[src/rtl/led_panel_pkg.sv]
// LED panel geometry, scan FSM states and colour layout
// shared by the HUB75 scan driver and its BCM timer.
package led_panel_pkg;

  localparam int PANEL_W   = 64;
  localparam int PANEL_H   = 64;
  localparam int SCAN_ROWS = 32;
  localparam int PLANES    = 4;

  localparam int COL_W   = $clog2(PANEL_W);
  localparam int ROW_W   = $clog2(SCAN_ROWS);
  localparam int PLANE_W = $clog2(PLANES);
  localparam int ADDR_W  = 1 + ROW_W + COL_W;
  localparam int PIX_W   = 24;

  localparam int R_LSB = 20;
  localparam int G_LSB = 12;
  localparam int B_LSB = 4;
  localparam int NIB_W = 4;

  localparam int BCM_CNT_W = 16;

  typedef enum logic [2:0] {
    IDLE,
    FETCH_TOP,
    FETCH_BOT,
    DRIVE,
    CLK_HIGH,
    BLANK,
    LATCH,
    DISPLAY
  } scan_state_t;

  typedef struct packed {
    logic r;
    logic g;
    logic b;
  } rgb_t;

endpackage

[src/rtl/hub75_bcm_timer.sv]
// Binary-code-modulation on-time counter: after a start
// pulse, done rises on the last of BASE_TICKS<<plane cycles.
module hub75_bcm_timer
  import led_panel_pkg::*;
#(
  parameter int BASE_TICKS = 32
) (
  input  logic               clk,
  input  logic               rst_n,
  input  logic               start,
  input  logic [PLANE_W-1:0] plane,
  output logic               done
);

  logic [BCM_CNT_W-1:0] r_cnt;
  logic                 r_busy;
  logic [BCM_CNT_W-1:0] w_load;

  assign w_load = (BCM_CNT_W'(BASE_TICKS) << plane)
                - BCM_CNT_W'(1);

  always_ff @(posedge clk or negedge rst_n) begin
    if (!rst_n) begin
      r_cnt  <= '0;
      r_busy <= 1'b0;
    end else if (start) begin
      r_cnt  <= w_load;
      r_busy <= 1'b1;
    end else if (r_busy) begin
      if (r_cnt == '0) r_busy <= 1'b0;
      else             r_cnt  <= r_cnt - 1'b1;
    end
  end

  assign done = r_busy && (r_cnt == '0);

endmodule

[src/rtl/hub75_scan_driver.sv]
// HUB75 1/32-scan driver: shifts 64 columns per plane,
// latches, then shows each of 4 BCM planes per row.
module hub75_scan_driver
  import led_panel_pkg::*;
#(
  parameter int BASE_TICKS = 32
) (
  input  logic              clk,
  input  logic              rst_n,
  input  logic              enable,
  output logic [ADDR_W-1:0] pixel_addr,
  input  logic [PIX_W-1:0]  pixel_data,
  output logic              panel_r1,
  output logic              panel_g1,
  output logic              panel_b1,
  output logic              panel_r2,
  output logic              panel_g2,
  output logic              panel_b2,
  output logic              panel_clk,
  output logic              panel_lat,
  output logic              panel_oe_n,
  output logic [ROW_W-1:0]  panel_row,
  output logic              frame_start
);

  scan_state_t        r_state;
  scan_state_t        w_next;
  logic [ROW_W-1:0]   r_row;
  logic [PLANE_W-1:0] r_plane;
  logic [COL_W-1:0]   r_col;
  rgb_t               r_top;
  rgb_t               r_c1;
  rgb_t               r_c2;
  rgb_t               w_px;
  logic [NIB_W-1:0]   w_rn;
  logic [NIB_W-1:0]   w_gn;
  logic [NIB_W-1:0]   w_bn;
  logic               w_unused_px;
  logic               w_done;
  logic               w_start;
  logic               w_last_col;
  logic               w_last_plane;

  assign w_rn = pixel_data[R_LSB +: NIB_W];
  assign w_gn = pixel_data[G_LSB +: NIB_W];
  assign w_bn = pixel_data[B_LSB +: NIB_W];
  assign w_unused_px = ^{pixel_data[19:16],
                         pixel_data[11:8],
                         pixel_data[3:0]};

  assign w_px = '{r: w_rn[r_plane],
                  g: w_gn[r_plane],
                  b: w_bn[r_plane]};

  assign w_last_col   = (r_col == COL_W'(PANEL_W - 1));
  assign w_last_plane = (r_plane == PLANE_W'(PLANES - 1));

  hub75_bcm_timer #(
    .BASE_TICKS(BASE_TICKS)
  ) u_timer (
    .clk  (clk),
    .rst_n(rst_n),
    .start(w_start),
    .plane(r_plane),
    .done (w_done)
  );

  always_ff @(posedge clk or negedge rst_n) begin
    if (!rst_n) r_state <= IDLE;
    else        r_state <= w_next;
  end

  always_comb begin
    w_next = r_state;
    unique case (r_state)
      IDLE:      if (enable) w_next = FETCH_TOP;
      FETCH_TOP: w_next = FETCH_BOT;
      FETCH_BOT: w_next = DRIVE;
      DRIVE:     w_next = CLK_HIGH;
      CLK_HIGH:  w_next = w_last_col ? BLANK : FETCH_TOP;
      BLANK:     w_next = LATCH;
      LATCH:     w_next = DISPLAY;
      DISPLAY:
        if (w_done) w_next = enable ? FETCH_TOP : IDLE;
      default:   w_next = IDLE;
    endcase
  end

  always_comb begin
    panel_oe_n  = 1'b1;
    panel_clk   = 1'b0;
    panel_lat   = 1'b0;
    frame_start = 1'b0;
    w_start     = 1'b0;
    pixel_addr  = {1'b0, r_row, r_col};
    unique case (r_state)
      FETCH_TOP:
        frame_start = (r_row == '0) && (r_plane == '0)
                   && (r_col == '0);
      FETCH_BOT: pixel_addr = {1'b1, r_row, r_col};
      CLK_HIGH:  panel_clk = 1'b1;
      LATCH: begin
        panel_lat = 1'b1;
        w_start   = 1'b1;
      end
      DISPLAY:   panel_oe_n = 1'b0;
      default: ;
    endcase
  end

  // Colour pins load on the edge into DRIVE, so they are
  // settled a full cycle before panel_clk rises.
  always_ff @(posedge clk or negedge rst_n) begin
    if (!rst_n) begin
      r_row     <= '0;
      r_plane   <= '0;
      r_col     <= '0;
      r_top     <= '0;
      r_c1      <= '0;
      r_c2      <= '0;
      panel_row <= '0;
    end else begin
      unique case (r_state)
        IDLE: begin
          r_row   <= '0;
          r_plane <= '0;
          r_col   <= '0;
        end
        FETCH_TOP: r_top <= w_px;
        FETCH_BOT: begin
          r_c1 <= r_top;
          r_c2 <= w_px;
        end
        CLK_HIGH: r_col <= r_col + 1'b1;
        BLANK:    panel_row <= r_row;
        DISPLAY:
          if (w_done) begin
            r_col <= '0;
            if (!enable) begin
              r_row   <= '0;
              r_plane <= '0;
            end else if (w_last_plane) begin
              r_plane <= '0;
              r_row   <= r_row + 1'b1;
            end else begin
              r_plane <= r_plane + 1'b1;
            end
          end
        default: ;
      endcase
    end
  end

  assign panel_r1 = r_c1.r;
  assign panel_g1 = r_c1.g;
  assign panel_b1 = r_c1.b;
  assign panel_r2 = r_c2.r;
  assign panel_g2 = r_c2.g;
  assign panel_b2 = r_c2.b;

endmodule
[config.mk]
export PLATFORM = sky130hd
export DESIGN_NAME = hub75_scan_driver
export DESIGN_NICKNAME = d
export VERILOG_FILES = /design/src/rtl/led_panel_pkg.sv /design/src/rtl/hub75_bcm_timer.sv /design/src/rtl/hub75_scan_driver.sv
export SDC_FILE = /design/constraint.sdc
export NUM_CORES = 1
export LEC_CHECK = 0
export BUFFER_PORTS_ARGS = -buffer_cell sky130_fd_sc_hd__clkbuf_2
export CAP_MARGIN = 40
export CORE_MARGIN = 5
export CORE_UTILIZATION = 50
export DETAILED_ROUTE_END_ITERATION = 10
export PLACE_DENSITY = 0.71
export SYNTH_ARGS = -nofsm -noshare
export SYNTH_HDL_FRONTEND = slang
export SYNTH_HIERARCHICAL = 1
export SYNTH_SLANG_ARGS = --single-unit
[constraint.sdc]
create_clock -name clk -period 4.75 [get_ports clk]
set_input_delay 0.95 -clock clk [delete_from_list [all_inputs] [get_ports clk]]
set_output_delay 0.95 -clock clk [all_outputs]
set_load 0.02 [all_outputs]
==> impl_metrics.py, run 1 <==
metrics = {
    "sta": {
        "setup-violations-final": 0,
        "skew_ps": 4.63,
        "hold_viol": 0,
        "grt_setup_unrepaired": "no",
        "fin_tns_setup_ps": 0,
        "setup_ws_ps": 1850,
        "relSlewSlack_pct": 59.0,
        "fmax_ghz": 0.344,
        "finalCritPeriodShare_pct": 61.1,
        "fin_crit_ps": 2900,
        "worstMarginPinSlew_ps": 610,
        "finalMaxSlewViolations": 0,
    },
    "worst_setup_path": {
        "critPathKind": "register to primary output",
        "worstPathCellList": "inv_1 -> ha_1 -> or4b_2 -> nor3_1 -> clkbuf_2",
        "cp_data_arrival_time_ps": 1950,
        "end_kind": "primary output",
        "r2r_end": "r_col[5]",
        "slowest_delay_ps": 580,
        "crit_buf_inv": 2,
        "start_kind": "register",
        "ff2ff_path_depth": 6,
        "r2r_start": "u_timer/r_cnt[4]",
        "cp.required_ps": 3800,
        "crit_family": "simple AND/OR/NAND/NOR gates",
        "regToRegSetupSlack_ps": 2200,
        "slowest_stage": "or4b_2",
        "worstPathMaxFanout": 5,
    },
    "run": {
        "drv_cap": 0,
    },
    "synthesis": {
        "synthArstFlopShare_pct": 100,
        "syn_nets": 279,
        "syn_inst": 243,
        "synth_top_flop_cell": "dfrtp_1",
        "synthTopCellsByArea": "dfrtp_1 (46%), mux2_2 (5.7%), ha_1 (4.4%)",
        "yosysTopAreaCell": "dfrtp_1",
        "synth_area_sq_mm": 0.00257,
        "synth_edf_count": 0,
        "synthDistinctLibCells": 51,
        "ys_seq_elements": 47,
        "synth_area_per_cell_sq_um": 10.6,
        "yosysSeqAreaShare_pct": 45.8,
        "yosysWarnings": 6,
        "synth_top_area_share_pct": 45.8,
    },
    "clocking": {
        "cts_root_buffer": "clkbuf_8",
        "clock_latency_ps": 300,
        "postCtsSetupRepairBufs": 0,
        "h-tree-depth": 2,
        "cts_resized": 0,
        "clkTransAtPathRegs_ps": 80,
        "cts.path.max_buffers": 2,
        "cts_sinks": 47,
        "tritoncts": "done",
        "holdBufCountCts": 0,
        "cts-buffers-inserted": 5,
    },
    "hold_path": {
        "min_path_cells": 2,
        "hold_path.class": "register to register",
        "min_to": "panel_row[0]",
        "min_from": "panel_row[0]",
    },
    "global_route": {
        "grt_first_pass_wirelength_microns": 9030,
        "antenna_found_initial": 0,
        "grt_overflow": 0,
        "grt_max_degree": 48,
        "grtUsageTotal_pct": 17.4,
        "grt_pass1_vias": 1985,
    },
    "layout": {
        "drive_gt1_share_pct": 25.8,
        "area_growth_pct": 14.3,
        "diodes": 0,
        "final_nets": 323,
        "final_cells": 357,
    },
    "power_and_ir_drop": {
        "peakVddDrop_v": 0.000212,
        "p_total_uw": 1350,
        "power.leakage_uw": 0.00132,
        "p_per_area_mw_per_mm2": 461,
    },
    "routing": {
        "wire_per_inst_microns": 14.8,
        "via_per_inst": 5.59,
        "drc": 0,
        "drt_iter0_markers": 80,
        "detail-route-antenna-nets": 0,
        "totalWireLength_microns": 5290,
        "dr.pass1.iters": 4,
        "vias": 1995,
    },
    "place": {
        "routabilityCongestion": 0.846,
        "port-buffer-count": 41,
        "post-place-cells": 350,
        "dp_hpwl_microns": 3830,
        "dp_slack_ps": 2160,
    },
    "die": {
        "io-pin-count": 54,
        "fp.dieArea_sq_mm": 0.00667,
        "chipHeight_microns": 81.7,
        "dieWidth_microns": 81.7,
        "initial_core_util_pct": 50.9,
        "core.rowCount": 26,
        "core_sq_mm": 0.00504,
    },
    "outcome": {
        "outcome": "finished clean",
    },
}
[cell usage in the layout, fill, tap and decap left out, drive strengths merged, types with 3 or more instances in the layout]
| cell type | count |
|---|---|
| a21oi | 4 |
| a22o | 3 |
| a31oi | 3 |
| and4 | 3 |
| clkbuf | 47 |
| dfrtp | 47 |
| ha | 9 |
| inv | 13 |
| mux2 | 13 |
| mux2i | 6 |
| mux4 | 3 |
| nand2 | 15 |
| nand2b | 6 |
| nand3 | 12 |
| nand3b | 3 |
| nand4 | 8 |
| nor2 | 11 |
| nor2b | 4 |
| nor3 | 8 |
| nor4 | 8 |
| o211ai | 3 |
| o21a | 3 |
| o21ai | 13 |
| or3 | 5 |
| xnor2 | 4 |
| xor2 | 6 |
[flip-flops by register name (all words and copies together), names as in the netlist]
register / cells
panel_r2: 1
panel_b1: 1
panel_g1: 1
u_timer/r_busy: 1
r_top: 3
panel_r1: 1
panel_b2: 1
r_plane: 2
r_state: 3
panel_g2: 1
u_timer/r_cnt: 16
r_row: 5
r_col: 6
panel_row: 5
[area by class of cell]
cell class | count | area, sq um
well taps | 70 | 87.6
fillers | 455 | 2110
multi-input cells | 177 | 1310
repair buffers | 43 | 220
clock buffers | 6 | 82.6
inverters | 13 | 48.8
clock inverters | 1 | 5.00
flip-flops and latches | 47 | 1180
[tightest hold or removal path: cells and delay by family, from the launching register on]
kind	cells	cell delay (ps)
AO/OA/AOI/OAI	1	70
flip-flops	1	350
AND/OR/NAND/NOR	1	40
[where the power goes]
group | switching, uW | internal, uW
clock network | 130 | 114
registers | 126 | 526
logic | 244 | 214
total | 499 | 854
[how the worst max path moves through the flow]
| stage | startpoint | endpoint | slack (ps) | cells past startpoint |
|---|---|---|---|---|
| floorplan | r_row[1] | frame_start | 2050 | 4 |
| global placement | r_row[1] | frame_start | 2130 | 5 |
| detailed placement | r_row[1] | frame_start | 2160 | 5 |
| CTS | r_row[0] | frame_start | 1810 | 5 |
| global route | r_row[1] | frame_start | 1740 | 5 |
| finish | r_row[1] | frame_start | 1850 | 5 |
[logic make-up (layout without fill, tap and decap cells)]
group | count (synthesis) | after routing | share of synthesized area (%)
and+or+nand+nor | 94 | 94 | 21.5
DFF | 47 | 47 | 45.8
buffers and inverters | 19 | 63 | 3.02
AOI/OAI and AO/OA | 42 | 42 | 11.2
adders and majority gates | 9 | 9 | 4.39
xor gates and xnor gates | 10 | 10 | 3.41
muxes | 22 | 22 | 10.7
[metrics by stage]
step | util [%] | cell area [sq um] | hold WS [ps]
after floorplan | - | 2570 | 474
after global placement | 56.5 | 2850 | 466
after detailed placement | 56.5 | 2850 | 483
after CTS | 58.2 | 2930 | 502
after global routing | 58.2 | 2930 | 536
final | 58.2 | 2930 | 498
[layer usage]
layer  vias to the layer above  share of wire, %  global-route usage (%)
met5                         -                 0                       0
met4                         0              0.79                    6.81
met3                         4               2.6                    3.29
met2                        30                50                    28.3
met1                       974                46                    23.0
li1                        987                 -                       -
[cells in the mapped netlist, drive strengths merged, types with 4 or more instances]
| cell | instances |
|---|---|
| nand2b | 6 |
| xor2 | 6 |
| ha | 9 |
| xnor2 | 4 |
| nor4 | 8 |
| nor3 | 8 |
| a21oi | 4 |
| mux2 | 13 |
| nand4 | 8 |
| nor2b | 4 |
| nand3 | 12 |
| inv | 13 |
| nand2 | 15 |
| mux2i | 6 |
| dfrtp | 47 |
| o21ai | 13 |
| or3 | 5 |
| nor2 | 11 |
No activity file was read; power rests on OpenSTA's default activity.
==> run 2: changes to the inputs <==
==> constraint.sdc (replaced) <==
create_clock -name clk -period 3 [get_ports clk]
set_input_delay 0.6 -clock clk [delete_from_list [all_inputs] [get_ports clk]]
set_output_delay 0.6 -clock clk [all_outputs]
set_load 0.02 [all_outputs]
==> impl_metrics.py, run 2 (same netlist as run 1, synthesis figures left out) <==
metrics = {
    "sta": {
        "finalCritPeriodShare_pct": 85.6,
        "hold_viol": 0,
        "setup-violations-final": 0,
        "fmax_ghz": 0.389,
        "worstMarginPinSlew_ps": 587,
        "setup_ws_ps": 432,
        "grt_setup_unrepaired": "no",
        "skew_ps": 5.46,
        "fin_tns_setup_ps": 0,
        "finalMaxSlewViolations": 0,
        "relSlewSlack_pct": 60.9,
        "fin_crit_ps": 2570,
    },
    "routing": {
        "wire_per_inst_microns": 14.4,
        "dr.pass1.iters": 4,
        "detail-route-antenna-nets": 0,
        "drc": 0,
        "vias": 2042,
        "totalWireLength_microns": 5190,
        "via_per_inst": 5.67,
        "drt_iter0_markers": 71,
    },
    "die": {
        "dieWidth_microns": 81.7,
        "io-pin-count": 54,
        "fp.dieArea_sq_mm": 0.00667,
        "initial_core_util_pct": 50.9,
        "chipHeight_microns": 81.7,
        "core.rowCount": 26,
        "core_sq_mm": 0.00504,
    },
    "clocking": {
        "clkTransAtPathRegs_ps": 90,
        "postCtsSetupRepairBufs": 0,
        "cts.path.max_buffers": 2,
        "cts_sinks": 47,
        "tritoncts": "done",
        "cts_resized": 0,
        "h-tree-depth": 2,
        "holdBufCountCts": 0,
        "cts_root_buffer": "clkbuf_8",
        "cts-buffers-inserted": 5,
        "clock_latency_ps": 300,
    },
    "layout": {
        "final_common_cell": "dfrtp_1",
        "largest_register_ffs": 16,
        "final_cell_mix": "dfrtp_1 (47), clkbuf_2 (41), nand2_1 (15)",
        "drive_gt1_share_pct": 26.6,
        "final_nets": 326,
        "area_growth_pct": 15.2,
        "largestRegisters": "u_timer/r_cnt: 16 flops, r_col: 6 flops",
        "diodes": 0,
        "largest_register": "u_timer/r_cnt",
    },
    "worst_setup_path": {
        "critPathKind": "register to primary output",
        "start_kind": "register",
        "regToRegSetupSlack_ps": 510,
        "ff2ff_path_depth": 6,
        "end_kind": "primary output",
        "cp_data_arrival_time_ps": 1970,
        "worstPathMaxFanout": 6,
        "r2r_end": "r_col[5]",
        "cp.required_ps": 2400,
        "r2r_start": "u_timer/r_cnt[4]",
    },
    "hold_path": {
        "hold_path.class": "input port to asynchronous set/reset pin",
    },
    "place": {
        "dp_slack_ps": 526,
        "dp_hpwl_microns": 3720,
        "routabilityCongestion": 0.833,
        "port-buffer-count": 41,
    },
    "run": {
        "drv_cap": 0,
    },
    "global_route": {
        "antenna_found_initial": 0,
        "grtUsageTotal_pct": 17.3,
        "grt_first_pass_wirelength_microns": 8880,
        "grt_overflow": 0,
        "grt_max_degree": 48,
        "grt_pass1_vias": 1893,
    },
    "power_and_ir_drop": {
        "p_per_area_mw_per_mm2": 727,
        "peakVddDrop_v": 0.000383,
        "power.leakage_uw": 0.00134,
    },
    "outcome": {
        "outcome": "finished clean",
    },
}
-- run 2: changes by cell type in the layout (fill, tap and decap cells not counted) --
cell   before  now
buf_4       2    5
-- run 2: how the worst max path moves through the flow --
stage | startpoint | endpoint | slack (ps) | cells past startpoint
6_report | r_row[0] | frame_start | 430 | 5
5_1_grt | u_timer/r_cnt[2] | r_col[5] | 230 | 6
4_1_cts | r_row[1] | frame_start | 410 | 5
3_5_place_dp | u_timer/r_cnt[4] | r_col[5] | 530 | 6
3_3_place_gp | u_timer/r_cnt[2] | r_col[5] | 550 | 6
2_1_floorplan | r_row[1] | frame_start | 650 | 4
-- run 2: report_power, final --
part	total [uW]	internal [uW]	switching, uW
registers	1030	833	195
logic	732	349	382
clock network	392	181	211
-- run 2: through the flow --
stage / power [uW] / util, % / hold slack [ps] / cells / instance area (sq um)
after floorplan: 1550 / - / 304 / 243 / 2570
after global placement: 1750 / 56.9 / 465 / 353 / 2870
after detailed placement: 1780 / 56.9 / 480 / 353 / 2870
after CTS: 2170 / 58.6 / 401 / 360 / 2960
after global routing: 2320 / 58.6 / 439 / 360 / 2960
final: 2150 / 58.6 / 366 / 360 / 2960
-- run 2: per-layer routing --
metal	wire length, microns	track usage [%]
met5	0	0
met1	2310	22.6
met2	2600	27.6
met4	93	7.31
met3	191	3.95
-- run 2: cell type report --
cell class,count,area (sq um)
Fill cell,448,2090
Clock inverter,1,5.00
Clock buffer,6,82.6
Multi-Input combinational cell,177,1310
Tap cell,70,87.6
Inverter,13,48.8
Timing Repair Buffer,46,243
Sequential cell,47,1180
-- run 2: worst max-delay path, stage by stage, from the launching register on --
cell	delay (ps)
dfrtp_1	460
inv_1	110
ha_1	170
or4b_2	590
nor3_1	140
clkbuf_2	200
==> run 3: changes to the inputs <==
--- a/config.mk
+++ b/config.mk
@@ -8,9 +8,9 @@
 export BUFFER_PORTS_ARGS = -buffer_cell sky130_fd_sc_hd__clkbuf_2
 export CAP_MARGIN = 40
 export CORE_MARGIN = 5
-export CORE_UTILIZATION = 50
+export CORE_UTILIZATION = 45
 export DETAILED_ROUTE_END_ITERATION = 10
-export PLACE_DENSITY = 0.71
+export PLACE_DENSITY = 0.65
 export SYNTH_ARGS = -nofsm -noshare
 export SYNTH_HDL_FRONTEND = slang
 export SYNTH_HIERARCHICAL = 1
==> constraint.sdc (replaced) <==
create_clock -name clk -period 3 [get_ports clk]
set_input_delay 0.6 -clock clk [delete_from_list [all_inputs] [get_ports clk]]
set_output_delay 0.6 -clock clk [all_outputs]
set_load 0.005 [all_outputs]
==> impl_metrics.py, run 3 (same netlist as run 1, synthesis figures left out) <==
metrics = {
    "routing": {
        "totalWireLength_microns": 5460,
        "drt_iter0_markers": 70,
        "vias": 2029,
        "wire_per_inst_microns": 15.0,
        "via_per_inst": 5.57,
        "drc": 0,
        "detail-route-antenna-nets": 0,
        "dr.pass1.iters": 4,
    },
    "clocking": {
        "postCtsSetupRepairBufs": 0,
        "h-tree-depth": 2,
        "cts-buffers-inserted": 5,
        "cts_resized": 0,
        "cts_root_buffer": "clkbuf_8",
        "clkTransAtPathRegs_ps": 80,
        "tritoncts": "done",
        "holdBufCountCts": 0,
        "cts_sinks": 47,
        "clock_latency_ps": 290,
        "cts.path.max_buffers": 2,
    },
    "worst_setup_path": {
        "end_kind": "primary output",
        "slowest_delay_ps": 580,
        "critPathKind": "register to primary output",
        "cp.required_ps": 2400,
        "r2r_start": "u_timer/r_cnt[0]",
        "worstPathMaxFanout": 6,
        "slowest_stage": "or4b_2",
        "cp_num_cells": 5,
        "start_kind": "register",
        "crit_buf_inv": 2,
        "cp_data_arrival_time_ps": 1950,
        "cp-startpoint": "r_row[0]",
        "worstPathCellList": "inv_1 -> ha_1 -> or4b_2 -> nor3_1 -> clkbuf_2",
        "r2r_end": "r_col[5]",
        "worstSetupEndpoint": "frame_start",
        "ff2ff_path_depth": 8,
        "regToRegSetupSlack_ps": 530,
        "crit_family": "simple AND/OR/NAND/NOR gates",
    },
    "die": {
        "io-pin-count": 54,
        "fp.dieArea_sq_mm": 0.00732,
        "dieWidth_microns": 85.5,
        "chipHeight_microns": 85.5,
        "initial_core_util_pct": 46.3,
        "core.rowCount": 27,
        "core_sq_mm": 0.00554,
    },
    "layout": {
        "fill_cells": 528,
        "largestRegisters": "u_timer/r_cnt: 16 flops, r_col: 6 flops",
        "final_common_cell": "dfrtp_1",
        "final_cells": 364,
        "multi_input_area_sq_mm": 0.00131,
        "largest_register": "u_timer/r_cnt",
        "regArea_sq_mm": 0.00118,
        "final_cell_mix": "dfrtp_1 (47), clkbuf_2 (41), nand2_1 (15)",
        "area_growth_pct": 15.3,
        "fin_util_pct": 53.4,
        "drive_gt1_share_pct": 26.4,
        "largest_register_ffs": 16,
        "diodes": 0,
        "final_nets": 327,
    },
    "power_and_ir_drop": {
        "power.leakage_uw": 0.00134,
        "p_per_area_mw_per_mm2": 697,
        "peakVddDrop_v": 0.000364,
        "p_total_uw": 2060,
    },
    "sta": {
        "grt_setup_unrepaired": "no",
        "fmax_ghz": 0.392,
        "worstMarginPinSlew_ps": 602,
        "fin_crit_ps": 2550,
        "setup-violations-final": 0,
        "setup_ws_ps": 451,
        "hold_viol": 0,
        "fin_tns_setup_ps": 0,
        "finalCritPeriodShare_pct": 85.0,
        "skew_ps": 3.44,
        "finalMaxSlewViolations": 0,
        "relSlewSlack_pct": 59.9,
    },
    "global_route": {
        "grt_first_pass_wirelength_microns": 9250,
        "grtUsageTotal_pct": 15.6,
        "grt_pass1_vias": 1964,
        "grt_overflow": 0,
        "antenna_found_initial": 0,
        "grt_max_degree": 48,
    },
    "outcome": {
        "outcome": "finished clean",
    },
    "place": {
        "dp_slack_ps": 597,
        "post-place-cells": 356,
        "dp_hpwl_microns": 3930,
        "port-buffer-count": 41,
        "routabilityCongestion": 0.818,
    },
    "hold_path": {
        "hold_path.class": "input port to asynchronous set/reset pin",
    },
    "run": {
        "drv_cap": 0,
    },
}
run 3: where the power goes:
group	internal (uW)	switching, uW	total (uW)
logic	354	309	663
clock network	164	207	371
registers	833	198	1030
run 3: final cells by class:
class	instances	share of cell area, %
flip-flops and latches	47	39.7
clock inverters	1	0.169
repair buffers	47	8.45
multi-input cells	177	44.4
well taps	72	3.04
inverters	13	1.65
clock buffers	7	2.58
run 3: worst min path at each step:
| stage | end | slack (ps) | from | cells after the start |
|---|---|---|---|---|
| 6_report | u_timer/r_cnt[3] | 390 | rst_n | 2 |
| 5_1_grt | u_timer/r_cnt[3] | 450 | rst_n | 2 |
| 4_1_cts | u_timer/r_cnt[2] | 410 | rst_n | 2 |
| 2_1_floorplan | panel_b1 | 300 | rst_n | 0 |
| 3_3_place_gp | panel_row[1] | 480 | panel_row[1] | 2 |
| 3_5_place_dp | panel_row[1] | 470 | panel_row[1] | 2 |
run 3: metrics by stage:
step / cell area, sq um / hold slack [ps]
final: 2960 / 385
after global routing: 2960 / 453
after CTS: 2960 / 410
after detailed placement: 2880 / 474
after global placement: 2880 / 476
after floorplan: 2570 / 304
run 3: layer usage:
layer	GRT usage [%]	share of wire, %	routed length [microns]
met4	5.47	1.9	102
met3	3.27	3.0	165
met2	26.3	50	2750
met5	0	0	0
met1	19.7	45	2450
